$ cat src/rtl/sd4_mac_pkg.sv
// Shared widths, saturation constants and FSM state type for the SD4 MAC
// alignment/accumulate datapath.
package sd4_mac_pkg;

  localparam int unsigned SUM_W     = 20;
  localparam int unsigned EXP_W     = 6;
  localparam int unsigned MANT_W    = 16;
  localparam int unsigned CNT_W     = 5;
  localparam int unsigned SHIFT_W   = 5;
  localparam int unsigned SHIFT_SAT = 19;

  localparam logic [SUM_W-1:0] SAT_POS = 20'h7FFFF;
  localparam logic [SUM_W-1:0] SAT_NEG = 20'h80000;

  typedef enum logic [1:0] {
    IDLE = 2'd0,
    ACC  = 2'd1,
    HOLD = 2'd2
  } acc_state_t;

endpackage

$ cat src/rtl/align_shifter.sv
// Combinational arithmetic right shift of the alignment operand; the shift
// amount saturates at SHIFT_SAT so large exponent gaps collapse to 0 or -1.
module align_shifter
  import sd4_mac_pkg::*;
(
  input  logic signed [SUM_W-1:0] operand,
  input  logic        [EXP_W:0]   amount,
  output logic signed [SUM_W-1:0] result_c
);

  logic [SHIFT_W-1:0] sh;

  always_comb begin
    sh = amount[SHIFT_W-1:0];
    if (amount > (EXP_W+1)'(SHIFT_SAT)) begin
      sh = SHIFT_W'(SHIFT_SAT);
    end
    result_c = operand >>> sh;
  end

endmodule

$ cat src/rtl/align_accumulator.sv
// Aligns a stream of signed product terms to a running maximum exponent and
// accumulates them, presenting the group sum over a valid/ready handshake.
module align_accumulator
  import sd4_mac_pkg::*;
#(
  parameter int unsigned N_MAX = 16
)
(
  input  logic                     clk,
  input  logic                     rst_n,
  input  logic                     prod_valid,
  output logic                     prod_ready,
  input  logic        [MANT_W-1:0] prod_mant,
  input  logic        [EXP_W-1:0]  prod_exp,
  input  logic                     prod_last,
  output logic                     sum_valid,
  input  logic                     sum_ready,
  output logic signed [SUM_W-1:0]  signed_sum,
  output logic        [EXP_W-1:0]  exp_max,
  output logic        [CNT_W-1:0]  term_cnt,
  output logic                     ovf
);

  acc_state_t state;

  logic                    fire;
  logic signed [SUM_W-1:0] mant_ext;
  logic        [EXP_W:0]   d;
  logic                    d_pos;
  logic        [EXP_W:0]   amount;
  logic signed [SUM_W-1:0] shift_in;
  logic signed [SUM_W-1:0] shifted;
  logic signed [SUM_W-1:0] add_a;
  logic signed [SUM_W-1:0] add_b;
  logic signed [SUM_W-1:0] raw_sum;
  logic                    add_ovf;
  logic signed [SUM_W-1:0] sat_sum;

  assign fire     = prod_valid && prod_ready;
  assign mant_ext = {{(SUM_W-MANT_W){prod_mant[MANT_W-1]}}, prod_mant};

  // Exponent gap at one extra bit so -32 - 31 cannot wrap.
  assign d      = {prod_exp[EXP_W-1], prod_exp} - {exp_max[EXP_W-1], exp_max};
  assign d_pos  = !d[EXP_W] && (d != '0);
  assign amount = d_pos ? d : -d;

  // Shift whichever side has the smaller exponent.
  assign shift_in = d_pos ? signed_sum : mant_ext;

  align_shifter u_shifter (
    .operand  (shift_in),
    .amount   (amount),
    .result_c (shifted)
  );

  assign add_a   = d_pos ? shifted  : signed_sum;
  assign add_b   = d_pos ? mant_ext : shifted;
  assign raw_sum = add_a + add_b;
  assign add_ovf = (add_a[SUM_W-1] == add_b[SUM_W-1]) &&
                   (raw_sum[SUM_W-1] != add_a[SUM_W-1]);
  assign sat_sum = add_ovf ? (add_a[SUM_W-1] ? SAT_NEG : SAT_POS) : raw_sum;

  always_ff @(posedge clk or negedge rst_n) begin
    if (!rst_n) begin
      state      <= IDLE;
      signed_sum <= '0;
      exp_max    <= '0;
      term_cnt   <= '0;
      ovf        <= 1'b0;
      prod_ready <= 1'b1;
      sum_valid  <= 1'b0;
    end else begin
      case (state)
        IDLE: begin
          if (fire) begin
            signed_sum <= mant_ext;
            exp_max    <= prod_exp;
            term_cnt   <= CNT_W'(1);
            ovf        <= 1'b0;
            state      <= prod_last ? HOLD : ACC;
            prod_ready <= !prod_last;
            sum_valid  <= prod_last;
          end
        end
        ACC: begin
          if (fire) begin
            signed_sum <= sat_sum;
            if (d_pos) begin
              exp_max <= prod_exp;
            end
            if (term_cnt != '1) begin
              term_cnt <= term_cnt + CNT_W'(1);
            end
            ovf        <= ovf || add_ovf || (term_cnt >= CNT_W'(N_MAX));
            state      <= prod_last ? HOLD : ACC;
            prod_ready <= !prod_last;
            sum_valid  <= prod_last;
          end
        end
        HOLD: begin
          if (sum_ready) begin
            signed_sum <= '0;
            exp_max    <= '0;
            term_cnt   <= '0;
            state      <= IDLE;
            prod_ready <= 1'b1;
            sum_valid  <= 1'b0;
          end
        end
        default: begin
          state      <= IDLE;
          prod_ready <= 1'b1;
          sum_valid  <= 1'b0;
        end
      endcase
    end
  end

endmodule
$ cat config.mk
export PLATFORM = sky130hd
export DESIGN_NAME = align_accumulator
export DESIGN_NICKNAME = d
export VERILOG_FILES = /design/src/rtl/sd4_mac_pkg.sv /design/src/rtl/align_shifter.sv /design/src/rtl/align_accumulator.sv
export SDC_FILE = /design/constraint.sdc
export NUM_CORES = 1
export LEC_CHECK = 0
export ABC_AREA = 1
export CORE_AREA = 10 10 115 117
export DETAILED_ROUTE_END_ITERATION = 12
export DIE_AREA = 0 0 125 127
export HOLD_SLACK_MARGIN = 0.03
export PLACE_DENSITY = 0.71
export RECOVER_POWER = 25
export SLEW_MARGIN = 20
export SYNTH_ARGS = -nofsm -noshare
export SYNTH_HDL_FRONTEND = slang
export SYNTH_SLANG_ARGS = --single-unit
$ cat constraint.sdc
create_clock -name clk -period 12.7 [get_ports clk]
set_input_delay 2.54 -clock clk [delete_from_list [all_inputs] [get_ports clk]]
set_output_delay 2.54 -clock clk [all_outputs]
set_load 0.03 [all_outputs]
==> impl_metrics.ini, run 1 <==
[cells_and_area]
layout_commonest_cell = nand2_1
seq_area_um2 = 877
insertedDiodeCount = 0
drive_above_1_share_pct = 5.54
synthToLayoutAreaGrowth_pct = 14.6
multiInputGateArea_um2 = 3470
final_cell_mix = nand2_1 (207), nand3_1 (109), inv_1 (63)
nets = 872
fill_cells = 1172

[logic_synthesis]
syn-cell-area_um2 = 4830
synth_warnings = 0
synthTopCellsByArea = dfrtp_1 (18%), nand2_1 (16%), nand3_1 (11%), ha_1 (8.3%), a21oi_1 (5.4%)
synth-async-reset-ratio_pct = 100
yosysTopAreaCell = dfrtp_1
syn-num-nets = 844
synth.top_cell.area_share_pct = 17.6
synth_edf_count = 0
synth_ff_type = dfrtp_1
syn_avg_cell_area_um2 = 6.17
synth-seq-cells = 35
ys_types = 43
synthCells = 783
yosysSeqAreaShare_pct = 18.2

[die]
ios = 61
fp.dieH_um = 127
core_um2 = 11100
start_util_pct = 43.4
die-area_um2 = 15900
row_count = 39
dieWidth_um = 125

[cts]
clockRootBuffer = clkbuf_16
cts_resized = 0
hold_buffers = 0
cts.sinks = 35
clock_path_buffers = 2
cts_buffers = 5
clkTransAtPathRegs_ns = 0.06
clk_latency_ns = 0.29
post_cts_buffers = 0
htree_levels = 2
cts_tree = built

[timing]
fin_setup_tns_ns = 0
min_period_ns = 9.29
finalSetupViolCount = 0
fmax_ghz = 0.108
tightestPinTransition_ns = 2.09
period_share_pct = 73.2
skew_ns = 0.0101
max-slew-margin-rel_pct = -39.5
rsz0062_at_grt = false
fin_hold_ws_ns = 0.530
finalHoldViolCount = 0
finalMaxSlewViolations = 36

[setup_path]
path_class = input pin to flop
cpPeakStageDelay_ns = 0.71
required_ns = 12.85
crit_path_end_kind = flop
crit_top_cell = nand2_1
slowest_stage = ha_1
arrival_ns = 9.44
worst_setup_path_start_kind = input pin
path_max_fanout = 66

[routing]
antenna_left = 0
vias_per_cell = 5.78
drt-total-wl_um = 15300
drt_iter0_drc = 667
wire_per_inst_um = 16.0
drc = 0
drt_first_pass_iters = 6
num_vias = 5519

[grt]
grt-busiest-layer = met2
grt_pass1_vias = 5007
globalRouteMet3Util_pct = 2.27
antenna_found_initial = 0
grt.overflow.total = 0
grt.total_usage_pct = 18.6
grt_pass1_wl_um = 25200
grtUsageMet2_pct = 29.9
met1_usage_pct = 25.0
grt_max_degree = 67

[place]
io_buffers = 60
place_congestion = 0.964
dp_hpwl_um = 12100

[run_status]
run_status = complete, but fails checks
failed_checks = capacitance limit, slew limit

[min_path]
hold_path.class = flop to flop

[run]
max-cap-violations = 1
## synthesized netlist by cell type (2+ instances only)
master	instances
nor3_1	12
a21oi_1	52
or2_2	2
xnor2_1	9
buf_2	14
buf_6	4
nand2_2	6
o21ai_1	5
o31ai_1	2
nand2_1	207
ha_1	32
nor2_2	4
inv_1	63
nand3_1	109
nand2_4	3
nand3_2	10
a22oi_1	10
buf_4	4
xor2_1	9
nor4_1	2
o211ai_1	3
nand4_1	39
o21ai_0	51
clkbuf_1	16
nand3_4	2
buf_1	2
a31oi_1	12
a211oi_1	2
a21o_1	2
dfrtp_1	34
inv_2	6
nor2_1	43
fa_1	2
## registers in the layout, indices dropped and copies added (netlist names)
name / flops
sum_valid: 1
prod_ready: 1
state: 1
ovf: 1
term_cnt: 5
exp_max: 6
signed_sum: 20
## metrics by stage
| stage | setup WS, ns | utilization (%) | cells | area [um^2] |
|---|---|---|---|---|
| 5_1_grt | 2.56 | 49.7 | 955 | 5530 |
| 3_5_place_dp | 3.26 | 48.5 | 947 | 5390 |
| 2_1_floorplan | 5.73 | - | 783 | 4830 |
| 4_1_cts | 3.55 | 49.7 | 955 | 5530 |
| 6_report | 3.41 | 49.7 | 955 | 5530 |
| 3_3_place_gp | 3.35 | 48.5 | 947 | 5390 |
## cells by family after synthesis
| logic type | after synthesis | synth area share, % |
|---|---|---|
| AO/OA/AOI/OAI | 142 | 16.2 |
| XOR/XNOR | 18 | 3.26 |
| adder cells (fa/ha/maj) | 34 | 9.12 |
| buffers and inverters | 110 | 10.1 |
| flip-flops | 35 | 18.2 |
| multiplexers | 1 | 0.207 |
| AND/OR/NAND/NOR | 443 | 43.0 |
## area by class of cell
class                           count  area share, %
Multi-Input combinational cell    638           62.6
Sequential cell                    35           15.9
Timing Repair Buffer               62           11.0
Inverter                           69           4.68
Tap cell                          143           3.23
Clock buffer                        6           2.33
Clock inverter                      2          0.249
## metal layers
metal  vias to the layer above  part of all wire [%]
met1                      2500                    43
met4                         0                   2.6
met2                       248                    46
met5                         -                     0
met3                        35                   8.1
li1                       2736                     -
## worst max-delay path, delay by kind of cell
family,cells,cell delay (ns)
AO/OA/AOI/OAI,4,0.51
buffers and inverters,6,1.50
AND/OR/NAND/NOR,20,3.58
adder cells (fa/ha/maj),3,1.32
## final timing paths
path | from | to | slack [ns] | depth (start not counted)
worst max-delay path | prod_exp[0] | signed_sum[4] | 3.41 | 33
worst min-delay path | prod_ready | prod_ready | 0.53 | 2
worst max register to register | exp_max[0] | signed_sum[4] | 5.78 | 31
worst min register to register | prod_ready | prod_ready | 0.53 | 2
max in group asynchronous | rst_n | signed_sum[17] | 8.65 | 1
min in group asynchronous | rst_n | signed_sum[1] | 2.85 | 1
Power of run 1 is left out: the tool's default activity adds up to more than one toggle a clock period on the data nets, which glitch-free logic cannot reach.
==> run 2: changes to the inputs <==
Settings changed: PLACE_DENSITY 0.71 to 0.74.
Clock period 12.7 ns to 8.2 ns, I/O delays scaled along.
==> run 2 against run 1 <==
The flow still finishes with violations (capacitance limit, slew limit). Non-clock buffer count up 4. Die area unchanged. Worst setup slack worse by 2.7 ns. Via count down 0.82%. Count of clock-buffer cells in the layout unchanged. Largest cell class unchanged. Critical path type unchanged. Highest routed layer unchanged. Register-to-register slack worse by 3.6 ns. Utilization up 0.28 points.
==> impl_metrics.ini, run 2 (same netlist as run 1, synthesis figures left out) <==
[setup_path]
crit_path_end_kind = flop
worstReg2RegEnd = signed_sum[4]
cpPeakStageDelay_ns = 0.48
slowest_stage = clkdlybuf4s50_1
path_max_fanout = 21
arrival_ns = 7.62
worst_setup_path_start_kind = input pin
reg2reg_depth = 35
rrSetupSlack_ns = 2.22
r2r-start = exp_max[0]
crit_top_cell = nand2_1
required_ns = 8.35
path_class = input pin to flop

[cts]
clock_path_buffers = 2
cts_tree = built
clk_latency_ns = 0.29
clkTransAtPathRegs_ns = 0.06
htree_levels = 2
clockRootBuffer = clkbuf_16
cts.sinks = 35
cts_buffers = 5

[die]
ios = 61
start_util_pct = 43.4
row_count = 39
fp.dieH_um = 127
dieWidth_um = 125
die-area_um2 = 15900
core_um2 = 11100

[min_path]
min_from = prod_ready
hold_path.class = flop to flop
hold_depth = 2
min_to = prod_ready

[place]
dp_hpwl_um = 12200
place_congestion = 0.934
io_buffers = 60

[grt]
grt_pass1_wl_um = 24800
grt_max_degree = 51
grt.overflow.total = 0
grt.total_usage_pct = 18.4
antenna_found_initial = 0
grt_pass1_vias = 4873

[timing]
finalMaxSlewViolations = 36
fmax_ghz = 0.134
finalSetupViolCount = 0
tightestPinTransition_ns = 2.04
skew_ns = 0.00545
fin_setup_tns_ns = 0
rsz0062_at_grt = false
period_share_pct = 91.0
max-slew-margin-rel_pct = -36.3
min_period_ns = 7.46
finalHoldViolCount = 0

[run_status]
run_status = complete, but fails checks
failed_checks = capacitance limit, slew limit

[cells_and_area]
layout_commonest_cell = nand2_1
layout_top_registers = signed_sum: 20 flops, exp_max: 6 flops, term_cnt: 5 flops
final_cell_mix = nand2_1 (206), nand3_1 (109), inv_1 (63)
nets = 876
largest_register_ffs = 20
insertedDiodeCount = 0
synthToLayoutAreaGrowth_pct = 15.2
drive_above_1_share_pct = 6.13
top_register = signed_sum

[run]
max-cap-violations = 1

[routing]
drt_iter0_drc = 538
num_vias = 5474
drt-total-wl_um = 15300
wire_per_inst_um = 16.0
drc = 0
drt_first_pass_iters = 6
antenna_left = 0
vias_per_cell = 5.71
==> run 2: cell count changes in the layout (fill, tap and decap cells not counted) <==
cell        previous run  this run
clkinv_4               1         0
clkinvlp_4             0         1
buf_4                  2         6
nand2_2                6         7
nand2_1              207       206
==> run 2: layout make-up <==
class,count,area [um^2]
fill,1179,5560
multi-input combinational,638,3470
sequential,35,877
timing repair buffer,66,639
inverter,69,259
tap,143,179
clock buffer,6,129
clock inverter,2,12.5
==> run 2: what timing repair did <==
action | 4_1_cts | 5_1_grt
setup endpoints to repair | 0 | 1
endpoints found under the hold margin | 0 | 0
hold buffers | 0 | 0
setup buffers | 0 | 0
resized for setup | 0 | 1
==> run 2: how the worst max path moves through the flow <==
stage                     slack (ns)   startpoint              to  depth (start not counted)
after global routing           0.004  prod_exp[0]   signed_sum[4]                         37
after CTS                       0.70  prod_exp[0]   signed_sum[4]                         37
after global placement          0.57  prod_exp[0]   signed_sum[5]                         37
after detailed placement        0.42  prod_exp[0]   signed_sum[4]                         37
final                           0.74  prod_exp[0]   signed_sum[4]                         37
after floorplan                 2.13  prod_exp[0]  signed_sum[15]                         38
==> run 2: per-stage QoR <==
step	worst slack [ns]	instance area, um^2	std cells	hold slack [ns]	utilization, %
floorplan	2.13	4830	783	0.573	-
global placement	0.567	5420	951	0.516	48.7
detailed placement	0.417	5420	951	0.525	48.7
CTS	0.697	5560	959	0.536	50.0
global route	0.00361	5560	959	0.546	50.0
finish	0.737	5560	959	0.528	50.0
==> run 2: critical path: cells and delay by family <==
kind | cells | cell delay, ns
AOI/OAI and AO/OA | 4 | 0.51
adders and majority gates | 4 | 1.12
buffers and inverters | 9 | 1.52
and+or+nand+nor | 20 | 2.80
==> run 2: metal layers <==
metal  vias to the layer above  GRT usage [%]  wire (um)
met3                        35           1.94        978
li1                       2746              -          -
met2                       216           28.8       6950
met4                         0           7.59        453
met1                      2477           25.3       6920
met5                         -              0          0
Power of run 2 is left out for the same reason.
